$ cat config.mk
export PLATFORM = sky130hd
export DESIGN_NAME = blink_ctrl
export DESIGN_NICKNAME = d
export VERILOG_FILES = /design/src/rtl/blink_ctrl_pkg.sv /design/src/rtl/blink_prescaler.sv /design/src/rtl/blink_ctrl.sv
export SDC_FILE = /design/constraint.sdc
export NUM_CORES = 1
export LEC_CHECK = 0
export BUFFER_PORTS_ARGS = -buffer_cell sky130_fd_sc_hd__buf_4
export CAP_MARGIN = 40
export CELL_PAD_IN_SITES_DETAIL_PLACEMENT = 2
export CELL_PAD_IN_SITES_GLOBAL_PLACEMENT = 2
export CORE_UTILIZATION = 23
export CTS_CLUSTER_SIZE = 8
export DETAILED_ROUTE_END_ITERATION = 7
export PLACE_DENSITY = 0.81
export SYNTH_ARGS = -nofsm -noshare
export SYNTH_HDL_FRONTEND = slang
export SYNTH_SLANG_ARGS = --single-unit
$ cat constraint.sdc
create_clock -name clk -period 1.65 [get_ports clk]
set_clock_uncertainty 0.05 [all_clocks]
set_input_delay 0.33 -clock clk [delete_from_list [all_inputs] [get_ports clk]]
set_output_delay 0.33 -clock clk [all_outputs]
set_load 0.05 [all_outputs]
$ cat src/rtl/blink_ctrl_pkg.sv
// Shared types and default widths for the blink_ctrl counter block.
// Optional prescaler is enabled with the BLINK_CTRL_PRESCALE_EN macro.
package blink_ctrl_pkg;

   typedef enum logic [1:0] {
      IDLE = 2'd0,
      RUN  = 2'd1,
      HOLD = 2'd2,
      DONE = 2'd3
   } state_e;

   localparam int DEF_CNT_W = 8;
   localparam int DEF_PRE_W = 4;

endpackage

$ cat src/rtl/blink_prescaler.sv
// Count-enable divider: while en is high, tick fires once every div+1 cycles.
// Used by blink_ctrl only when BLINK_CTRL_PRESCALE_EN is defined.
module blink_prescaler
   import blink_ctrl_pkg::*;
#(
   parameter int PRE_W = DEF_PRE_W
) (
   input  logic             clk,
   input  logic             rst,
   input  logic             clr,
   input  logic             en,
   input  logic [PRE_W-1:0] div,
   output logic             tick
);

   logic [PRE_W-1:0] pcnt;

   // >= rather than == so a div lowered mid-run still produces a tick promptly
   assign tick = en && (pcnt >= div);

   always_ff @(posedge clk) begin
      if (rst || clr) begin
         pcnt <= '0;
      end else if (en) begin
         pcnt <= tick ? '0 : pcnt + PRE_W'(1);
      end
   end

endmodule

$ cat src/rtl/blink_ctrl.sv
// Start/stop/pause count controller with terminal-count done pulse and oe.
// Define BLINK_CTRL_PRESCALE_EN to insert the blink_prescaler tick divider.
module blink_ctrl
   import blink_ctrl_pkg::*;
#(
   parameter int CNT_W = DEF_CNT_W,
   parameter int PRE_W = DEF_PRE_W
) (
   input  logic             clk,
   input  logic             rst,
   input  logic             start,
   input  logic             stop,
   input  logic             pause,
   input  logic             oneshot,
   input  logic [CNT_W-1:0] term,
   input  logic [PRE_W-1:0] pre_div,
   output logic [CNT_W-1:0] cnt,
   output logic             tick,
   output logic             busy,
   output logic             done,
   output logic             oe,
   output logic [1:0]       state_dbg
);

   state_e           state, state_n;
   logic [CNT_W-1:0] cnt_n;
   logic             done_n;
   logic             pre_clr;
   logic             run_st;

   assign run_st = (state == RUN);

`ifdef BLINK_CTRL_PRESCALE_EN
   blink_prescaler #(
      .PRE_W (PRE_W)
   ) u_prescaler (
      .clk  (clk),
      .rst  (rst),
      .clr  (pre_clr),
      .en   (run_st),
      .div  (pre_div),
      .tick (tick)
   );
`else
   logic unused_pre;
   assign unused_pre = ^{pre_div, pre_clr};
   assign tick       = run_st;
`endif

   always_ff @(posedge clk) begin
      if (rst) begin
         state <= IDLE;
         cnt   <= '0;
         done  <= 1'b0;
      end else begin
         state <= state_n;
         cnt   <= cnt_n;
         done  <= done_n;
      end
   end

   always_comb begin
      state_n = state;
      cnt_n   = cnt;
      done_n  = 1'b0;
      pre_clr = 1'b0;
      if (stop) begin
         state_n = IDLE;
         cnt_n   = '0;
         pre_clr = 1'b1;
      end else if (start) begin
         state_n = RUN;
         cnt_n   = '0;
         pre_clr = 1'b1;
      end else begin
         case (state)
            RUN: begin
               if (tick) begin
                  if (cnt == term) begin
                     done_n = 1'b1;
                     if (oneshot) state_n = DONE;
                     else         cnt_n   = '0;
                  end else begin
                     // all-ones rolls over to zero with no done pulse
                     cnt_n = cnt + CNT_W'(1);
                  end
               end
               // a finishing one-shot run takes precedence over pause
               if (state_n == RUN && pause) state_n = HOLD;
            end
            HOLD: begin
               if (!pause) state_n = RUN;
            end
            DONE: begin
               state_n = IDLE;
            end
            default: begin
               state_n = IDLE;
            end
         endcase
      end
   end

   assign busy      = (state == RUN) || (state == HOLD);
   assign oe        = busy && (cnt != '1);
   assign state_dbg = state;

endmodule

==> metrics.cfg <==
[die]
fp.coreArea_mm2=0.00310
placementRows=20
die_h_um=59.7
fp.dieW_um=59.7
start_util=0.247
io_pins=32
dieArea_mm2=0.00356

[grt]
grt_use_total=0.186
grt_max_degree=9
antenna_found_initial=0
grt_pass1_wl_mm=4.69
grt_overflow=0
grt_pass1_vias=930

[cts]
htreeDepth=1
cts_made_buffers=3
cts_hold_buf=0
root_buffer=clkbuf_4
cts.sinks=11
clkSlewWorstSetupHoldPaths_ps=90
clockBufferDepth=2
cts_tree=yes
clk_latency_ps=290

[synthesis]
yosys-top-cells-area=dfxtp_1 (29%), xor2_1 (8.0%), ha_1 (4.9%)
ys.flop_type=dfxtp_1
synth_nets=106
yosysSeqAreaShare=0.288
yosys_warnings=0
synth-seq-cells=11
synth_area_um2=766
synth_top_area_cell=dfxtp_1
postSynthCellCount=85
syn_avg_cell_area_um2=9.01
async_flop_share=0
netlist.area_leader.share=0.288
synth.distinct_cells=37
synth-edff-count=0

[pwr]
p_sw_frac=0.305
pwr-share-seq=0.442
p_leak_nw=0.535
clkPwrFrac=0.364
vdd_ir_drop_max_mv=0.274
intPower_uw=402
switching_power_uw=176
combinationalPowerShare=0.195
p_total_uw=578
p_per_area_mw_per_mm2=424

[final_layout]
mostFrequentLayoutCells=buf_4 (41), dfxtp_4 (8), nand2_1 (6), xor2_2 (5)
drive_gt1_frac=0.639
areaGrowthSynthToFinish_pct=78.3
antenna_cells=0
fillCellCount=332
final_common_cell=buf_4
fin_nets=155
multiInputGateArea_um2=638
final_cell_area_mm2=0.00137
seqCellArea_um2=253

[critical_path]
cp-start-kind=flop
r2r-start=cnt[1]$_SDFFE_PP0P_
critical_path_class=reg -> out
cp.arrival_ps=1330
cp_data_required_time_ps=1270
startpoint=state_dbg[0]$_SDFFE_PP0P_
crit_fanout=4
end_kind=primary output
reg2reg_slack_ps=20

[place]
routabilityCongestion=0.727
placed_cell_area_mm2=0.00114
portBuffers=27
place_hpwl_mm=2.22

[route]
wl_per_cell_um=19.1
antenna_left=0
wl_met3_um=104
route.met2.wl_mm=1.73
drtPass1Iterations=4
routed_wl_mm=3.37
vias=892
wl_met1_mm=1.47
drc=0
dr.max_layer_used=met4
drt-initial-drc-count=19
viasPerCell=5.04

[timing]
finalSetupTns_ps=-94.0
hold_violations=0
finalCriticalPeriod_ps=1710
tightest_slew_ps=506
fmax_mhz=584
slew_violations=0
setup_ws_ps=-62.2
max_slew_margin=0.659
rsz0062_at_grt=true
finalSetupViolCount=3
finalCritPeriodShare=1.04

[status]
violations=negative setup slack
status=finished with violations

[min_path]
hold_class=in -> reg
worstHoldStart=rst

[run]
maxCapViolCount=0

critical path, cell delays in order (launching register included):
cell and delay, ps:
dfxtp_4 390, inv_4 50, ha_4 230, a41oi_2 180, buf_6 180
metal layers:
| layer | global-route usage | up-vias |
|---|---|---|
| met3 | 0.0346 | 7 |
| met5 | 0 | - |
| li1 | - | 415 |
| met4 | 0.0698 | 0 |
| met2 | 0.346 | 23 |
| met1 | 0.207 | 447 |
cell usage after synthesis, drive strengths merged, types with 2 or more instances:
cell type and number:
nor4 2, and4 2, ha 3, nand2 9
nand4 2, or3 3, a21oi 5, o21ai 6
a32o 3, inv 4, and3 3, dfxtp 11
xor2 8, nand3 3, nor2 4, a31oi 2
buf 2, nor3 2
metrics by stage:
| stage | setup slack (ps) | cells | util | hold slack [ps] |
|---|---|---|---|---|
| 5_1_grt | -106 | 177 | 0.440 | 146 |
| 3_3_place_gp | -67.8 | 163 | 0.367 | 450 |
| 2_1_floorplan | -19.1 | 85 | - | 340 |
| 3_5_place_dp | -145 | 163 | 0.367 | 454 |
| 4_1_cts | -53.0 | 171 | 0.399 | 144 |
| 6_report | -62.2 | 177 | 0.440 | 150 |
path summary, 6_finish.rpt:
kind,endpoint,cells after the start
worst min-delay path,state_dbg[0]$_SDFFE_PP0P_,2
worst max register to register,cnt[6]$_SDFFE_PP0P_,6
worst max-delay path,oe,4
worst min register to register,cnt[3]$_SDFFE_PP0P_,2
state kept, by name, indices dropped and copies added (netlist names):
name	count
cnt	8
done	1
state_dbg	2
power by group through the flow:
stage	sequential [mW]	clock [mW]	combinational, mW
3_5_place_dp	0.265	0	0.0885
3_3_place_gp	0.265	0	0.0843
5_1_grt	0.256	0.234	0.119
2_1_floorplan	0.268	0	0.0401
4_1_cts	0.258	0.215	0.0961
6_report	0.255	0.210	0.113
what timing repair did:
item / CTS / global route
hold endpoints to repair: 0 / 0
setup endpoints to repair: 11 / 13
resized for setup: 12 / 13
buffers inserted: 4 / 6
pin swaps: 3 / 5
gates cloned: 0 / 0
kinds of logic after synthesis:
| group | after synthesis | share of synthesized area |
|---|---|---|
| AND/OR/NAND/NOR | 32 | 0.265 |
| buffers and inverters | 6 | 0.0490 |
| XOR/XNOR | 9 | 0.113 |
| multiplexers | 1 | 0.0147 |
| adder cells (fa/ha/maj) | 3 | 0.0490 |
| flip-flops | 11 | 0.288 |
| AO/OA/AOI/OAI | 23 | 0.222 |
area by class of cell:
type,count,share of cell area
tap,44,0.0403
timing repair buffer,46,0.272
clock buffer,4,0.0192
inverter,4,0.0156
sequential,11,0.185
multi-input combinational,68,0.467
(Power assumes the default switching activity.)
